## src/rtl/crypto_seq_pkg.sv

```systemverilog
// Shared definitions for the crypto instruction sequencer: opcodes, FSM states,
// status bit positions and instruction field positions.
package crypto_seq_pkg;

  typedef enum logic [1:0] {
    OP_NOP      = 2'b00,
    OP_LOAD_KEY = 2'b01,
    OP_RUN      = 2'b10,
    OP_CLEAR    = 2'b11
  } opcode_e;

  typedef enum logic [1:0] {
    IDLE  = 2'b00,
    LOAD  = 2'b01,
    START = 2'b10,
    WAIT  = 2'b11
  } state_e;

  localparam int ST_ERROR        = 0;
  localparam int ST_KEY_LOADED   = 1;
  localparam int ST_RESULT_VALID = 2;
  localparam int ST_TIMEOUT      = 3;

  localparam int OPC_MSB = 31;
  localparam int OPC_LSB = 30;
  localparam int CNT_MSB = 3;
  localparam int CNT_LSB = 0;
  localparam int OP_MSB  = 7;
  localparam int OP_LSB  = 0;

  function automatic opcode_e decode_opcode(input logic [31:0] instr);
    return opcode_e'(instr[OPC_MSB:OPC_LSB]);
  endfunction

endpackage

```

## src/rtl/seq_watchdog.sv

```systemverilog
// WAIT-state watchdog: counts cycles while run is high, clears otherwise, and
// flags expiry on the LIMIT-th consecutive running cycle.
module seq_watchdog #(
  parameter int LIMIT = 1024
) (
  input  logic clock,
  input  logic reset,
  input  logic run,
  output logic expired
);

  localparam int CW = $clog2(LIMIT + 1);

  logic [CW-1:0] count;

  always_ff @(posedge clock) begin
    if (reset || !run) count <= '0;
    else               count <= count + CW'(1);
  end

  assign expired = run && (count == CW'(LIMIT - 1));

endmodule

```

## src/rtl/crypto_instr_sequencer.sv

```systemverilog
// Instruction front-end for the crypto core: key streaming, op launch, result capture.
// Define SEQ_TIMEOUT_EN to add the WAIT-state watchdog (status[3] reports expiry).
module crypto_instr_sequencer
  import crypto_seq_pkg::*;
#(
  parameter int KEY_WORDS      = 4,
  parameter int TIMEOUT_CYCLES = 1024
) (
  input  logic                         clock,
  input  logic                         reset,
  input  logic [31:0]                  instruct,
  input  logic                         instr_valid,
  output logic                         instr_ready,
  input  logic [31:0]                  keyInput,
  output logic                         key_wr_en,
  output logic [$clog2(KEY_WORDS)-1:0] key_wr_addr,
  output logic [31:0]                  key_wr_data,
  output logic                         core_start,
  output logic [7:0]                   core_op,
  input  logic                         core_done,
  input  logic [31:0]                  core_result,
  output logic [31:0]                  out,
  output logic [3:0]                   status
);

  localparam int         AW      = $clog2(KEY_WORDS);
  localparam logic [4:0] MAX_LEN = 5'(KEY_WORDS);

  state_e      state, next_state;
  opcode_e     opcode;
  logic        accept, len_ok, load_last, wd_expired;
  logic [4:0]  req_len, load_len, word_cnt, load_len_d, word_cnt_d;
  logic        key_wr_en_d, core_start_d;
  logic [AW-1:0] key_wr_addr_d;
  logic [31:0] key_wr_data_d, out_d;
  logic [7:0]  core_op_d;
  logic        error_q, key_loaded_q, result_valid_q, timeout_q;
  logic        error_d, key_loaded_d, result_valid_d;
  logic        unused_instr_bits;

  assign instr_ready       = (state == IDLE);
  assign accept            = instr_valid && instr_ready;
  assign opcode            = decode_opcode(instruct);
  assign req_len           = {1'b0, instruct[CNT_MSB:CNT_LSB]};
  assign len_ok            = (req_len != 5'd0) && (req_len <= MAX_LEN);
  assign load_last         = (word_cnt == load_len - 5'd1);
  assign unused_instr_bits = ^instruct[OPC_LSB-1:OP_MSB+1];

`ifdef SEQ_TIMEOUT_EN
  logic timeout_d;

  seq_watchdog #(.LIMIT(TIMEOUT_CYCLES)) u_watchdog (
    .clock   (clock),
    .reset   (reset),
    .run     (state == WAIT),
    .expired (wd_expired)
  );
`else
  assign wd_expired = 1'b0;
  assign timeout_q  = 1'b0;
`endif

  // NOTE: sequential state uses non-blocking assignments so every flop samples pre-edge values.
  always_ff @(posedge clock) begin
    if (reset) begin
      state          <= IDLE;
      load_len       <= '0;
      word_cnt       <= '0;
      key_wr_en      <= 1'b0;
      key_wr_addr    <= '0;
      key_wr_data    <= '0;
      core_start     <= 1'b0;
      core_op        <= '0;
      out            <= '0;
      error_q        <= 1'b0;
      key_loaded_q   <= 1'b0;
      result_valid_q <= 1'b0;
`ifdef SEQ_TIMEOUT_EN
      timeout_q      <= 1'b0;
`endif
    end else begin
      state          <= next_state;
      load_len       <= load_len_d;
      word_cnt       <= word_cnt_d;
      key_wr_en      <= key_wr_en_d;
      key_wr_addr    <= key_wr_addr_d;
      key_wr_data    <= key_wr_data_d;
      core_start     <= core_start_d;
      core_op        <= core_op_d;
      out            <= out_d;
      error_q        <= error_d;
      key_loaded_q   <= key_loaded_d;
      result_valid_q <= result_valid_d;
`ifdef SEQ_TIMEOUT_EN
      timeout_q      <= timeout_d;
`endif
    end
  end

  always_comb begin
    next_state = state;
    case (state)
      IDLE: begin
        if (accept && opcode == OP_LOAD_KEY && len_ok)      next_state = LOAD;
        else if (accept && opcode == OP_RUN && key_loaded_q) next_state = START;
      end
      LOAD:    if (load_last) next_state = IDLE;
      START:   next_state = WAIT;
      WAIT:    if (core_done || wd_expired) next_state = IDLE;
      default: next_state = IDLE;
    endcase
  end

  // NOTE: every output of this block is given a default first, so no path infers a latch.
  always_comb begin
    load_len_d     = load_len;
    word_cnt_d     = word_cnt;
    key_wr_en_d    = 1'b0;
    key_wr_addr_d  = key_wr_addr;
    key_wr_data_d  = key_wr_data;
    core_start_d   = 1'b0;
    core_op_d      = core_op;
    out_d          = out;
    error_d        = error_q;
    key_loaded_d   = key_loaded_q;
    result_valid_d = result_valid_q;
`ifdef SEQ_TIMEOUT_EN
    timeout_d      = timeout_q;
`endif
    case (state)
      IDLE: if (accept) begin
        case (opcode)
          OP_LOAD_KEY: begin
            if (len_ok) begin
              load_len_d   = req_len;
              word_cnt_d   = '0;
              key_loaded_d = 1'b0;
            end else begin
              error_d = 1'b1;
            end
          end
          OP_RUN: begin
            if (key_loaded_q) begin
              core_op_d      = instruct[OP_MSB:OP_LSB];
              result_valid_d = 1'b0;
            end else begin
              error_d = 1'b1;
            end
          end
          OP_CLEAR: begin
            error_d        = 1'b0;
            key_loaded_d   = 1'b0;
            result_valid_d = 1'b0;
            out_d          = '0;
`ifdef SEQ_TIMEOUT_EN
            timeout_d      = 1'b0;
`endif
          end
          default: ;
        endcase
      end
      LOAD: begin
        key_wr_en_d   = 1'b1;
        key_wr_addr_d = word_cnt[AW-1:0];
        key_wr_data_d = keyInput;
        word_cnt_d    = word_cnt + 5'd1;
        if (load_last) key_loaded_d = 1'b1;
      end
      START: core_start_d = 1'b1;
      WAIT: begin
        // A done on the expiry cycle counts as a normal completion.
        if (core_done) begin
          out_d          = core_result;
          result_valid_d = 1'b1;
        end else if (wd_expired) begin
          error_d = 1'b1;
`ifdef SEQ_TIMEOUT_EN
          timeout_d = 1'b1;
`endif
        end
      end
      default: ;
    endcase
  end

  assign status = {timeout_q, result_valid_q, key_loaded_q, error_q};

endmodule

```

## config.mk

```make
export PLATFORM = sky130hd
export DESIGN_NAME = crypto_instr_sequencer
export DESIGN_NICKNAME = d
export VERILOG_FILES = /design/src/rtl/crypto_seq_pkg.sv /design/src/rtl/seq_watchdog.sv /design/src/rtl/crypto_instr_sequencer.sv
export SDC_FILE = /design/constraint.sdc
export NUM_CORES = 1
export LEC_CHECK = 0
export BUFFER_PORTS_ARGS = -buffer_cell sky130_fd_sc_hd__buf_2
export CELL_PAD_IN_SITES_DETAIL_PLACEMENT = 1
export CELL_PAD_IN_SITES_GLOBAL_PLACEMENT = 1
export CORE_MARGIN = 1
export CORE_UTILIZATION = 29
export DETAILED_ROUTE_END_ITERATION = 6
export GPL_TIMING_DRIVEN = 0
export PLACE_DENSITY = 0.74
export SYNTH_ARGS = -nofsm -noshare
export SYNTH_HDL_FRONTEND = slang
export SYNTH_HIERARCHICAL = 1
export SYNTH_SLANG_ARGS = --single-unit
```

## constraint.sdc

```tcl
create_clock -name clock -period 1.9 [get_ports clock]
set_input_delay 0.38 -clock clock [delete_from_list [all_inputs] [get_ports clock]]
set_output_delay 0.38 -clock clock [all_outputs]
set_load 0.05 [all_outputs]
```

==> key figures <==
Power
  – Cell leakage power: 2.277 nW
  – Worst vdd ir: 561.8 uV
  – Tot Pwr: 6.165 mW
  – Power per cell area: 1209 nW/um2

STA
  – Final setup vio count: 0
  – Clock skew: 3.874 ps
  – Fin Setup TNS: 0 ps
  – Relative slew slack: 59.92%
  – Final Max Slew Viols: 0
  – Fmax: 543.0 MHz
  – Final count of hold timing violations: 0
  – Tmin final: 1842 ps
  – Hold slack: 275.3 ps
  – Worst slew pin tran: 601.3 ps
  – Fin crit share: 96.93%

Synthesis
  – Sequential fraction of the synthesis area: 49.90%
  – Ys flop type: dfxtp_1
  – Syn Area/Cell: 9.142 um2
  – Yosys warns: 6
  – Synthesized flop and latch total: 90
  – Synth Net Count: 501
  – Post-synthesis cell type count: 43
  – Post-synth EDFFs: 0
  – Ys async rst share: 0%
  – Syn Inst Count: 395
  – Netlist Area Pre-Place: 3611 um2

Detailed routing
  – Routed wire per std cell: 15.31 um
  – Drt total wl: 11380 um
  – Routed Antenna Nets: 0
  – First-pass iteration count of the detailed router: 4
  – Via Count: 3471
  – # DRC: 0
  – Via density: 4.672
  – 1st-iter DRT viols: 67

Setup path
  – Worst endpoint data arrival time: 2040 ps
  – WS Path Type: reg -> reg
  – Critical Path Fanout Max: 4
  – WP data required: 2100 ps
  – Crit end category: flop
  – Startpoint Class: flop

Final layout
  – Fillcell total: 1462
  – Area delta synth->final: 41.16%
  – Final instance area: 5097 um2
  – Share of cells above drive strength 1: 38.61%
  – Fin util: 42.26%
  – Antenna cell count: 0
  – Nets: 676

Die
  – Num rows: 40
  – Core area: 12060 um2
  – Top-level I/O count: 181
  – Initial core utilization: 29.94%
  – Die extent in y: 113.6 um
  – Die width: 113.6 um
  – Die footprint: 12900 um2

Clock tree
  – H-Tree Depth: 3
  – Worst skew pair latency: 340 ps
  – CTS Root Cell: clkbuf_16
  – Num CTS Buffers: 9
  – Clock sinks: 90
  – CTS tree: done
  – Worst-case clock buffer depth: 2
  – Worst-path clk slew: 60 ps

Global routing
  – Total grt overflow: 0
  – Initial antenna violation count: 0
  – Largest net degree at the start of global routing: 15
  – Vias in the first global route: 3682
  – First-pass GRT wire length: 18440 um
  – All-layer global routing usage: 18.42%

Min path
  – Hold Crit Class: in -> reg

Placed design
  – Area after DPL: 4626 um2
  – Port bufs: 156
  – DPL Wire Length: 8397 um
  – Placer Congestion: 0.7219

Outcome
  – Status: completed

Job
  – Max-Cap Viols: 0
## routing by layer
metal  track usage, %  part of all wire [%]
met5                0                     0
met4            7.719                   2.1
met3            3.773                   4.3
met2            33.41                    53
met1            20.92                    41
## area by class of cell
cell class                      count  area, um2  area share, %
Buffer                             28      147.6          2.896
Tap cell                          168      210.2          4.124
Sequential cell                    90       1809          35.49
Inverter                            6      27.53         0.5400
Multi-Input combinational cell    266       1719          33.73
Clock inverter                      5      52.55          1.031
Clock buffer                       11      252.7          4.958
Timing Repair Buffer              169      878.3          17.23
## kinds of logic after synthesis
| kind of cell | after synthesis | synth area share, % |
|---|---|---|
| flip-flops | 90 | 49.90 |
| multiplexers | 46 | 12.75 |
| adder cells (fa/ha/maj) | 6 | 2.079 |
| other | 1 | 0.1039 |
| XOR/XNOR | 5 | 1.213 |
| buffers and inverters | 39 | 4.886 |
| AO/OA/AOI/OAI | 64 | 10.88 |
| AND/OR/NAND/NOR | 144 | 18.19 |
## critical path, stage by stage, from the launching register on
cell and delay [ps]:
dfxtp_4 360, inv_4 80, ha_4 160, inv_4 40, or4_4 440, a2111o_1 440, a21oi_2 130, a211oi_2 50
## cells in the mapped netlist (2+ instances only)
| cell | instances | share of area (%) |
|---|---|---|
| inv_1 | 5 | 0.52 |
| dfxtp_1 | 90 | 50 |
| o21ai_0 | 3 | 0.42 |
| a21oi_1 | 40 | 5.5 |
| nor2_1 | 49 | 5.1 |
| a211oi_1 | 4 | 0.83 |
| a41oi_1 | 2 | 0.49 |
| clkbuf_1 | 24 | 2.5 |
| buf_4 | 5 | 1.0 |
| mux2i_1 | 46 | 13 |
| nand2_1 | 37 | 3.8 |
| a311oi_1 | 2 | 0.49 |
| buf_2 | 3 | 0.42 |
| nand2b_1 | 2 | 0.35 |
| nor3_1 | 3 | 0.42 |
| a31oi_1 | 2 | 0.35 |
| nor3b_1 | 2 | 0.42 |
| ha_1 | 6 | 2.1 |
| xor2_1 | 2 | 0.49 |
| nor2b_1 | 7 | 1.2 |
| xnor2_1 | 3 | 0.73 |
| a21o_1 | 2 | 0.42 |
| nand3_1 | 36 | 5.0 |
## cell usage in the layout, fill, tap and decap left out, types with 2 or more instances in the layout
cell type,instances
a211oi_1,2
a21o_1,2
a21oi_1,37
a21oi_2,3
a311oi_1,2
a31oi_1,2
a41oi_1,2
buf_2,156
buf_4,19
clkbuf_1,13
clkbuf_16,9
clkbuf_2,7
clkbuf_8,2
clkinv_2,3
dfxtp_1,86
dfxtp_2,3
ha_1,3
ha_2,2
inv_1,3
inv_4,2
mux2i_1,46
nand2_1,37
nand2b_1,2
nand3_1,36
nor2_1,49
nor2b_1,6
nor3_2,2
nor3b_1,2
o21ai_0,3
xnor2_1,3
xor2_1,2
## power breakdown
group	internal, mW	switching [mW]
clock network	1.08	0.742
registers	2.09	0.113
logic	0.680	1.45
total	3.85	2.31
## registers in the layout, summed over array words and instances (netlist names)
register and cells:
key_wr_data 32, out 32, core_op 8, word_cnt 5
load_len 4, key_wr_addr 2, state 2, core_start 1
error_q 1, key_loaded_q 1, key_wr_en 1, result_valid_q 1
## through the flow
| stage | std cells | setup slack, ps |
|---|---|---|
| finish | 743 | 58.33 |
| global route | 743 | -23.08 |
| CTS | 744 | 5.320 |
| detailed placement | 719 | -588.8 |
| global placement | 719 | -487.5 |
| floorplan | 395 | -204.6 |
## final timing paths
path,start,to,slack [ps],depth (start not counted)
worst max-delay path,state[1],state[0],60,7
worst min-delay path,keyInput[19],key_wr_data[19],280,3
worst max register to register,state[1],state[0],60,7
worst min register to register,out[31],out[31],450,2
## what timing repair did
item	CTS	global route
buffers inserted	11	2
resized for setup	21	16
pin swaps	8	5
hold buffers	0	0
cloned	0	0
setup endpoints to repair	74	37
(Power assumes the default switching activity.)
